**config.mk**
```make
export PLATFORM = sky130hd
export DESIGN_NAME = mem_stage
export DESIGN_NICKNAME = d
export VERILOG_FILES = /design/src/rtl/mem_stage.sv
export SDC_FILE = /design/constraint.sdc
export NUM_CORES = 1
export LEC_CHECK = 0
export BUFFER_PORTS_ARGS = -buffer_cell sky130_fd_sc_hd__buf_4
export CAP_MARGIN = 25
export CORE_AREA = 2 2 180 182
export CTS_CLUSTER_SIZE = 8
export DETAILED_ROUTE_END_ITERATION = 7
export DIE_AREA = 0 0 182 184
export SYNTH_ARGS = -nofsm -noshare
export SYNTH_HDL_FRONTEND = slang
export SYNTH_SLANG_ARGS = --single-unit
export TNS_END_PERCENT = 1
```
**constraint.sdc**
```tcl
create_clock -name clk -period 2.9 [get_ports clk]
set_clock_uncertainty 0.2 [all_clocks]
set_input_delay 0.29 -clock clk [delete_from_list [all_inputs] [get_ports clk]]
set_output_delay 0.29 -clock clk [all_outputs]
set_load 0.05 [all_outputs]
```
**src/rtl/mem_stage.sv**
```systemverilog
// Memory-access stage: latches the EXE->MEM bus, drives the synchronous data RAM,
// aligns/extends load data and flags misaligned accesses. Define MEM_FWD_EN for bypass outputs.
module mem_stage (
  input  logic         clk,
  input  logic         resetn,
  input  logic         EXE_over,
  input  logic [159:0] EXE_MEM_bus,
  output logic         MEM_allow_in,
  input  logic         WB_allow_in,
  input  logic         cancel,
  output logic [31:0]  dm_addr,
  output logic [3:0]   dm_wen,
  output logic [31:0]  dm_wdata,
  input  logic [31:0]  dm_rdata,
  output logic         MEM_valid,
  output logic         MEM_over,
  output logic [156:0] MEM_WB_bus,
  output logic [4:0]   MEM_wdest,
  output logic [31:0]  MEM_pc
`ifdef MEM_FWD_EN
  ,
  output logic         MEM_fwd_valid,
  output logic [31:0]  MEM_fwd_data
`endif
);

  typedef enum logic {S_IDLE = 1'b0, S_WAIT = 1'b1} ld_state_t;

  logic         valid_reg;
  logic [159:0] bus_reg;
  ld_state_t    state_reg, state_next;
  logic         held_reg;
  logic [31:0]  rdata_hold_reg;

  logic         ld, st, ld_unsigned;
  logic [1:0]   size;
  logic [31:0]  store_data, exe_result, lo_result, pc;
  logic         hi_write, lo_write, wen;
  logic [4:0]   wdest;
  logic         mfhi, mflo, mtc0, mfc0;
  logic [7:0]   cp0r_addr;
  logic         syscall, eret, brk, fetch_error, inst_reserved, overflow, delay_slot;

  assign {ld, st, size, ld_unsigned, store_data, exe_result, lo_result,
          hi_write, lo_write, wen, wdest, mfhi, mflo, mtc0, mfc0, cp0r_addr,
          syscall, eret, brk, fetch_error, inst_reserved, overflow, delay_slot,
          pc} = bus_reg;

  logic misalign, raddr_error, waddr_error, prior_exc;
  logic ld_wait, capture;

  assign misalign    = ((size == 2'b01) & exe_result[0]) |
                       ((size == 2'b10) & (exe_result[1:0] != 2'b00));
  assign raddr_error = ld & misalign;
  assign waddr_error = st & misalign;
  assign prior_exc   = fetch_error | inst_reserved | overflow | syscall | brk;

  assign MEM_over     = resetn & valid_reg & (~ld | ld_wait | raddr_error | prior_exc);
  assign MEM_allow_in = ~valid_reg | (MEM_over & WB_allow_in);
  assign MEM_valid    = valid_reg;

  always_ff @(posedge clk) begin
    if (!resetn || cancel)
      valid_reg <= 1'b0;
    else if (MEM_allow_in)
      valid_reg <= EXE_over;
  end

  always_ff @(posedge clk) begin
    if (!resetn)
      bus_reg <= '0;
    else if (EXE_over && MEM_allow_in && !cancel)
      bus_reg <= EXE_MEM_bus;
  end

  // Load FSM: a clean load spends one cycle addressing the RAM, then waits for WB.
  always_ff @(posedge clk) begin
    if (!resetn)
      state_reg <= S_IDLE;
    else
      state_reg <= state_next;
  end

  always_comb begin
    state_next = state_reg;
    case (state_reg)
      S_IDLE: if (valid_reg && ld && !misalign && !prior_exc && !cancel) state_next = S_WAIT;
      S_WAIT: if (cancel || WB_allow_in) state_next = S_IDLE;
      default: state_next = S_IDLE;
    endcase
  end

  always_comb begin
    ld_wait = (state_reg == S_WAIT);
    capture = ld_wait & ~held_reg;
  end

  // RAM output is only trusted on the first WAIT cycle; later cycles use the held copy.
  always_ff @(posedge clk) begin
    if (!resetn || !ld_wait || state_next == S_IDLE)
      held_reg <= 1'b0;
    else
      held_reg <= 1'b1;
  end

  always_ff @(posedge clk) begin
    if (!resetn)
      rdata_hold_reg <= '0;
    else if (capture)
      rdata_hold_reg <= dm_rdata;
  end

  logic [31:0] load_word, shifted, load_ext, mem_result;

  assign load_word = held_reg ? rdata_hold_reg : dm_rdata;
  assign shifted   = load_word >> {exe_result[1:0], 3'b000};

  always_comb begin
    load_ext = shifted;
    case (size)
      2'b00:   load_ext = {{24{~ld_unsigned & shifted[7]}}, shifted[7:0]};
      2'b01:   load_ext = {{16{~ld_unsigned & shifted[15]}}, shifted[15:0]};
      default: load_ext = shifted;
    endcase
  end

  assign mem_result = ld ? load_ext : exe_result;

  logic [3:0] lane_en;
  logic       store_fire;

  always_comb begin
    lane_en = 4'b1111;
    case (size)
      2'b00:   lane_en = 4'b0001 << exe_result[1:0];
      2'b01:   lane_en = exe_result[1] ? 4'b1100 : 4'b0011;
      default: lane_en = 4'b1111;
    endcase
  end

  // Write on the leaving cycle only, so a stalled store cannot write twice.
  assign store_fire = resetn & valid_reg & st & MEM_over & WB_allow_in &
                      ~misalign & ~prior_exc & ~cancel;

  genvar gi;
  generate
    for (gi = 0; gi < 4; gi++) begin : g_lane
      assign dm_wen[gi] = store_fire & lane_en[gi];
      assign dm_wdata[gi*8 +: 8] = (size == 2'b00) ? store_data[7:0] :
                                   (size == 2'b01) ? store_data[(gi%2)*8 +: 8] :
                                                     store_data[gi*8 +: 8];
    end
  endgenerate

  assign dm_addr = {exe_result[31:2], 2'b00};

  assign MEM_WB_bus = {wen, wdest, mem_result, lo_result, hi_write, lo_write,
                       mfhi, mflo, mtc0, mfc0, cp0r_addr, syscall, eret, brk,
                       fetch_error, inst_reserved, raddr_error, waddr_error,
                       overflow, exe_result, delay_slot, pc};

  assign MEM_wdest = wdest & {5{valid_reg}};
  assign MEM_pc    = pc;

`ifdef MEM_FWD_EN
  assign MEM_fwd_valid = MEM_over & wen & ~mfhi & ~mflo & ~mfc0 & ~raddr_error;
  assign MEM_fwd_data  = mem_result;
`endif

endmodule

```
==> results of run 1 <==
## cell usage after synthesis (4+ instances only)
cell	count
nor3_1	10
mux2i_1	178
nor2b_1	164
mux2_2	40
buf_4	205
o211ai_1	6
and2_1	7
o21ai_0	12
a21boi_0	32
dfxtp_1	195
nand2_1	104
buf_8	11
inv_1	4
nand2b_1	9
a21oi_1	29
clkbuf_1	39
buf_2	14
nor2_1	63
or3_1	4
a31oi_1	17
a22oi_1	8
## cells by family after synthesis
group | share of synthesized area
simple gates | 0.172
mux | 0.208
compound gates | 0.0716
flops | 0.364
xor+xnor | 0.00152
other cells | 0.000350
buf+inv | 0.182
## final timing paths
path | endpoint | cells after the start | startpoint | slack (ps)
max | MEM_WB_bus[149] | 7 | held_reg | 60
min | rdata_hold_reg[9] | 2 | rdata_hold_reg[9] | 260
max reg2reg | MEM_valid | 8 | bus_reg[92] | 110
min reg2reg | rdata_hold_reg[9] | 2 | rdata_hold_reg[9] | 260
## critical path, delay by kind of cell (launching register included)
kind / cells / cell delay, ps
AOI/OAI and AO/OA: 4 / 710
DFF: 1 / 400
muxes: 1 / 400
buffers and inverters: 2 / 390
## per-layer routing
layer  vias to the layer above  wire (um)  track usage
met2                       372      17800        0.361
met4                         0        614       0.0677
met1                      4211      14500        0.238
met3                        32       2440       0.0446
met5                         -          0            0
li1                       4542          -            -
## power by group
| group | internal [mW] | switching, mW |
|---|---|---|
| sequential | 2.79 | 0.102 |
| combinational | 0.883 | 1.24 |
| clock | 1.30 | 1.16 |
## what timing repair did
action,4_1_cts,5_1_grt
buffers inserted,1,1
hold buffers,198,0
hold endpoints to repair,195,0
pin swaps,0,2
endpoints found under the setup margin,23,23
cloned,0,0
resized for setup,5,11
## area by class of cell
class,instances,area (um^2)
clock buffers,17,425
diodes,1,2.50
clock inverters,15,173
fillers,2827,15700
multi-input cells,698,4910
repair buffers,691,5740
well taps,402,503
inverters,5,18.8
flip-flops and latches,195,3910
## through the flow
stage          area [um^2]  worst slack [ps]   util  power, mW
3_3_place_gp         13000               292  0.415       4.83
5_1_grt              15700             -59.4  0.500       7.79
3_5_place_dp         13000               241  0.415       4.84
6_report             15700              56.1  0.500       7.48
4_1_cts              15600             -9.22  0.498       7.56
2_1_floorplan        10700               124      -       4.33
==> reports/qor.yml, run 1 <==
drv_slew: 0
timing.final.crit_share: 0.981
synth-edff-count: 0
rows: 65
layout_commonest_cell: "buf_4"
synth_top_area_frac: 0.364
end_kind: "output pin"
rsz0062_at_grt: "true"
fin_crit_ps: 2840
worst_pin_slew_ps: 640
syn_inst: 1168
first_global_vias: 9071
ys_seq_area_frac: 0.364
post-dp-hpwl_mm: 25.7
wl_mm: 35.3
yosysUniqueCellTypes: 36
worst-setup-path-type: "flop to output pin"
core_um2: 31400
cp.required_ps: 2410
critPathMaxStageDelay_ps: 400
synth_top_area_cell: "dfxtp_1"
crit_path_start_kind: "flop"
antenna_left: 0
overflow: 0
setup_viol: 0
setup-tns-final_ps: 0
place_inst: 1791
clk_pin_slew_worst_paths_ps: 80
cap_violations: 0
cts_buffers: 17
die_area_um2: 33500
grt_use_total: 0.202
drt_iter0_drc: 402
synthToLayoutAreaGrowth_pct: 46.4
via_per_inst: 4.52
final_cell_count_no_fill: 2024
peakVddDrop_uv: 360
grt_pass1_wl_mm: 52.1
mostFrequentLayoutCells: "486 x buf_4, 198 x dlygate4sd3_1, 191 x dfxtp_1, 177 x mux2i_1, 162 x nor2b_1"
ys_seq_elements: 195
hold_ws_ps: 264
dr_total_vias: 9157
root_buffer: "clkbuf_16"
fmax_mhz: 352
holdCritPathClass: "flop to flop"
die_w_um: 182
status: "complete, no violations"
synthFlopType: "dfxtp_1"
portBuffers: 459
layout.nets: 1805
power_leakage_nw: 6.71
synth.area.top_cells: "dfxtp_1 36%, mux2i_1 17%, buf_4 14%, nor2b_1 9.6%, mux2_2 4.2%"
dieHeight_um: 184
async_reset_ff_frac: 0
clk_latency_ps: 440
cp_max_fo: 11
slew_headroom: 0.573
antenna_found_initial: 1
largest_register_ffs: 160
initial_core_util: 0.342
cts_tree: "yes"
cts_buffer_depth: 2
p_per_area_nw_per_um2: 476
yosys_warnings: 0
layout-drive-gt1-share: 0.361
syn-cell-area_um2: 10700
cp_cell_sequence: "mux2_2, a22oi_2, o31ai_2, a31oi_4, buf_12, a31oi_1, buf_4"
grt_max_degree: 66
drcViolationCount: 0
io_pins: 462
avgSynthCellArea_um2: 9.18
drtPass1Iterations: 4
worst_ep_arrival_time_ps: 2350
routedWlPerCell_um: 17.4
hold_violations: 0
crit_slowest_cell: "dfxtp_4"
clock-sinks: 195
gp_congestion: 0.857
htreeDepth: 4
Power figures use the tool's default switching activity.
==> run 2, diff against run 1 <==
--- a/config.mk
+++ b/config.mk
@@ -7,10 +7,10 @@
 export LEC_CHECK = 0
 export BUFFER_PORTS_ARGS = -buffer_cell sky130_fd_sc_hd__buf_4
 export CAP_MARGIN = 25
-export CORE_AREA = 2 2 180 182
+export CORE_AREA = 2 2 179 181
 export CTS_CLUSTER_SIZE = 8
 export DETAILED_ROUTE_END_ITERATION = 7
-export DIE_AREA = 0 0 182 184
+export DIE_AREA = 0 0 181 183
 export SYNTH_ARGS = -nofsm -noshare
 export SYNTH_HDL_FRONTEND = slang
 export SYNTH_SLANG_ARGS = --single-unit
==> constraint.sdc (replaced) <==
create_clock -name clk -period 2.42 [get_ports clk]
set_clock_uncertainty 0.2 [all_clocks]
set_input_delay 0.242 -clock clk [delete_from_list [all_inputs] [get_ports clk]]
set_output_delay 0.242 -clock clk [all_outputs]
set_load 0.05 [all_outputs]
==> reports/qor.yml, run 2 (same netlist as run 1, synthesis figures left out) <==
grt_max_degree: 101  # +53%
overflow: 0  # unchanged
crit_buf_inv: 2  # unchanged
fillers: 2796  # -1.1%
root_buffer: "clkbuf_16"
die_w_um: 181  # -0.55%
setup_viol: 32  # +32
fmax_mhz: 376
diodes: 0  # -1
cts_buffer_depth: 2  # unchanged
wl_mm: 36.0  # +1.8%
slew_headroom: 0.457  # -0.117
dr_total_vias: 9238  # +0.88%
crit_family: "compound AO/OA/AOI/OAI gates"
layout_commonest_cell: "buf_4"
io_pins: 462  # unchanged
timing.final.crit_share: 1.10
core_um2: 31200  # -0.52%
worst-setup-path-type: "flop to output pin"
cap_violations: 0  # unchanged
worst_ep_arrival_time_ps: 2220  # -130 ps
antenna_found_initial: 0  # -1
grt_use_total: 0.207  # +0.00575
die_area_um2: 33100  # -1.1%
layout-drive-gt1-share: 0.377  # +0.0162
crit_path_start_kind: "flop"
p_per_area_nw_per_um2: 561  # +18%
holdCritPathClass: "input port to flop"
gp_congestion: 0.867  # +1.2%
peakVddDrop_uv: 435  # +21%
first_global_vias: 9230  # +1.8%
routedWlPerCell_um: 17.6  # +0.98%
largest_register_ffs: 160  # unchanged
end_kind: "output pin"
dieHeight_um: 183  # -0.54%
layout.nets: 1823  # +1.0%
hold_violations: 0  # unchanged
synthToLayoutAreaGrowth_pct: 49.9
drcViolationCount: 0  # unchanged
clk_pin_slew_worst_paths_ps: 80  # about the same
layout_setup_ws_ps: -242  # -298 ps
htreeDepth: 4  # unchanged
rsz0062_at_grt: "true"
cts_tree: "yes"
grt_pass1_wl_mm: 53.3  # +2.2%
clk_latency_ps: 440  # about the same
antenna_left: 0  # unchanged
violations: "setup timing"
cp_max_fo: 8  # -3
mostFrequentLayoutCells: "488 x buf_4, 197 x dlygate4sd3_1, 190 x dfxtp_1, 176 x mux2i_1, 162 x nor2b_1"
initial_core_util: 0.343  # +0.00178
portBuffers: 459  # unchanged
crit_slowest_cell: "dfxtp_4"
drtPass1Iterations: 5  # +1
critPathMaxStageDelay_ps: 420  # +20 ps
cts_buffers: 17  # unchanged
power_leakage_nw: 6.87  # +2.4%
fin_crit_ps: 2660
via_per_inst: 4.53  # about the same
rows: 65  # unchanged
cp.required_ps: 1980  # -430 ps
drv_slew: 0  # unchanged
post-dp-hpwl_mm: 25.6  # -0.48%
cp_cell_sequence: "mux2_4, a22oi_2, o31ai_4, a31oi_4, buf_6, a31oi_1, buf_4"
worst_pin_slew_ps: 815  # +175 ps
clock-sinks: 195  # unchanged
drt_iter0_drc: 454  # +13%
hold_ws_ps: 114  # -149 ps
status: "complete, but fails checks"
postLayoutCoreUtil: 0.515  # +0.0148
## run 2: changes by cell type in the layout (fill, tap and decap cells not counted), sizes merged
| cell | before | now |
|---|---|---|
| clkbuf | 17 | 21 |
| buf | 493 | 511 |
| inv | 11 | 10 |
| dlygate4sd3 | 198 | 197 |
| clkinvlp | 3 | 1 |
| diode | 1 | 0 |
## run 2: worst register-to-register path, cell delays in order (launching register included)
cell and delay (ps):
dfxtp_1 350, buf_6 180, inv_2 70, o22ai_4 260
o31a_2 310, buf_12 210, buf_12 200, mux2i_1 250
nor2b_1 70
## run 2: routing by layer
layer  vias to the layer above  GRT usage  wire [um]
met1                      4270      0.248      15000
met4                         0     0.0683        740
li1                       4576          -          -
met2                       357      0.368      18000
met3                        35     0.0463       2280
met5                         -          0          0
## run 2: power by group
| part | internal, mW | switching (mW) | leakage [nW] |
|---|---|---|---|
| sequential | 3.34 | 0.118 | 1.59 |
| combinational | 1.11 | 1.52 | 4.99 |
| clock | 1.58 | 1.36 | 0.289 |
## run 2: stage by stage
stage | power (mW) | setup TNS, ps | area (um^2) | std cells | setup WS [ps]
after CTS | 9.11 | -7090 | 15900 | 2036 | -307
after global routing | 9.38 | -8830 | 16100 | 2041 | -329
after detailed placement | 5.83 | 0 | 13200 | 1804 | 24.2
after floorplan | 5.19 | -4890 | 10700 | 1169 | -308
final | 9.02 | -5580 | 16100 | 2041 | -242
after global placement | 5.82 | 0 | 13200 | 1804 | 48.1
## run 2: final timing paths
path                      from                 to  slack [ps]  cells after the start
max                   held_reg    MEM_WB_bus[143]        -240                      7
min                     resetn  rdata_hold_reg[1]         110                      3
max reg2reg        bus_reg[92]       bus_reg[146]         220                      8
min reg2reg  rdata_hold_reg[6]  rdata_hold_reg[6]         260                      2
## run 2: cell type report
type	count	area (um^2)	area share
inverters	5	18.8	0.00117
clock inverters	12	144	0.00895
well taps	402	503	0.0313
repair buffers	709	6010	0.374
multi-input cells	698	5040	0.313
clock buffers	20	447	0.0278
flip-flops and latches	195	3920	0.244
## run 2: timing repair
action,4_1_cts,5_1_grt
endpoints found under the hold margin,195,0
pin swaps,4,4
hold buffers,197,0
gates cloned,1,1
setup buffers,2,6
setup endpoints to repair,46,41
resized for setup,31,25
==> run 3, diff against run 2 <==
--- a/config.mk
+++ b/config.mk
@@ -11,6 +11,7 @@
 export CTS_CLUSTER_SIZE = 8
 export DETAILED_ROUTE_END_ITERATION = 7
 export DIE_AREA = 0 0 181 183
+export SKIP_CTS_REPAIR_TIMING = 1
 export SYNTH_ARGS = -nofsm -noshare
 export SYNTH_HDL_FRONTEND = slang
 export SYNTH_SLANG_ARGS = --single-unit
==> reports/qor.yml, run 3 (same netlist as run 1, synthesis figures left out) <==
status: "complete, but fails checks"
violations: "setup timing"
root_buffer: "clkbuf_16"
peakVddDrop_uv: 444  # +2.0%
io_pins: 462  # unchanged
cts_buffer_depth: 2  # unchanged
die_w_um: 181  # unchanged
drv_slew: 0  # unchanged
grt_busiest_layer: "met2"
cts_tree: "yes"
holdCritPathClass: "input port to flop"
initial_core_util: 0.343  # unchanged
layout_commonest_cell: "buf_4"
dr_total_vias: 9191  # -0.51%
drt_iter0_drc: 427  # -5.9%
grt_use_total: 0.192  # -0.0150
use_met3: 0.0439  # -0.00238
worst-setup-path-type: "flop to output pin"
synthToLayoutAreaGrowth_pct: 48.6
rows: 65  # unchanged
post-dp-hpwl_mm: 25.6  # unchanged
core_um2: 31200  # unchanged
first_global_vias: 8019  # -13%
clock-sinks: 195  # unchanged
layout-drive-gt1-share: 0.370  # -0.00658
worst_ep_arrival_time_ps: 2260  # +40 ps
layout.nets: 1817  # -0.33%
cp.required_ps: 1980  # about the same
layout_setup_ws_ps: -281  # -39.0 ps
place_inst: 1804  # unchanged
worst_pin_slew_ps: 815  # +0.413 ps
setup-tns-final_ps: -6320  # -740 ps
wl_mm: 35.8  # -0.59%
die_area_um2: 33100  # unchanged
clk_latency_ps: 440  # about the same
diodes: 0  # unchanged
timing.final.crit_share: 1.12  # +0.0161
setup_viol: 32  # unchanged
drcViolationCount: 0  # unchanged
fin_crit_ps: 2700  # +39.0 ps
htreeDepth: 4  # unchanged
largest_register_ffs: 160  # unchanged
met1_usage: 0.237  # -0.0118
antenna_left: 0  # unchanged
use_met2: 0.334  # -0.0343
drtPass1Iterations: 4  # -1
clk_pin_slew_worst_paths_ps: 80  # about the same
overflow: 0  # unchanged
p_per_area_nw_per_um2: 563  # +0.37%
antenna_found_initial: 0  # unchanged
routedWlPerCell_um: 17.6  # -0.30%
cap_violations: 0  # unchanged
gp_congestion: 0.867  # unchanged
cts_buffers: 17  # unchanged
final_cell_count_no_fill: 2035  # -0.29%
via_per_inst: 4.52  # -0.22%
grt_max_degree: 101  # unchanged
dieHeight_um: 183  # unchanged
power_leakage_nw: 6.82  # -0.73%
end_kind: "output pin"
rsz0062_at_grt: "true"
mostFrequentLayoutCells: "488 x buf_4, 197 x dlygate4sd3_1, 189 x dfxtp_1, 176 x mux2i_1, 162 x nor2b_1"
crit_path_start_kind: "flop"
portBuffers: 459  # unchanged
fmax_mhz: 370  # -1.4%
slew_headroom: 0.456  # about the same
grt_pass1_wl_mm: 48.5  # -8.9%
cp_max_fo: 8  # unchanged
hold_violations: 0  # unchanged
==> run 3: layout make-up <==
cell class / instances / area [um^2]
Timing Repair Buffer: 703 / 5950
Multi-Input combinational cell: 698 / 4960
Fill cell: 2805 / 15300
Clock buffer: 20 / 447
Tap cell: 402 / 503
Sequential cell: 195 / 3920
Inverter: 5 / 18.8
Clock inverter: 12 / 144
==> run 3: path summary, 6_finish.rpt <==
check	endpoint	depth (start not counted)	slack [ps]	startpoint
setup / recovery	MEM_WB_bus[128]	7	-280	held_reg
hold / removal	rdata_hold_reg[1]	3	130	resetn
setup reg to reg	bus_reg[146]	8	230	bus_reg[92]
hold reg to reg	rdata_hold_reg[14]	2	260	rdata_hold_reg[14]
==> run 3: through the flow <==
stage / setup WS, ps / power, mW / area, um^2 / util / hold WS (ps)
CTS: -484 / 8.79 / 13800 / 0.442 / -204
floorplan: -308 / 5.19 / 10700 / - / 159
global placement: 48.1 / 5.82 / 13200 / 0.423 / 248
global route: -396 / 9.34 / 15900 / 0.510 / 160
finish: -281 / 8.97 / 15900 / 0.510 / 130
detailed placement: 24.2 / 5.83 / 13200 / 0.423 / 254
==> run 3: per-layer routing <==
metal,vias to the layer above,wire [um]
li1,4565,-
met1,4249,14800
met2,341,18000
met3,36,2310
met4,0,682
met5,-,0
==> run 3: report_power, final <==
group          internal, mW  switching (mW)
Sequential             3.34           0.118
Clock                  1.58            1.35
Combinational          1.09            1.50
==> run 3: critical path, stage by stage (launching register included) <==
cell       delay [ps]
dfxtp_4           400
mux2_2            380
a2bb2oi_2         220
a31oi_4           130
buf_4             190
nor3_2            190
nor2_1            100
buf_4             210
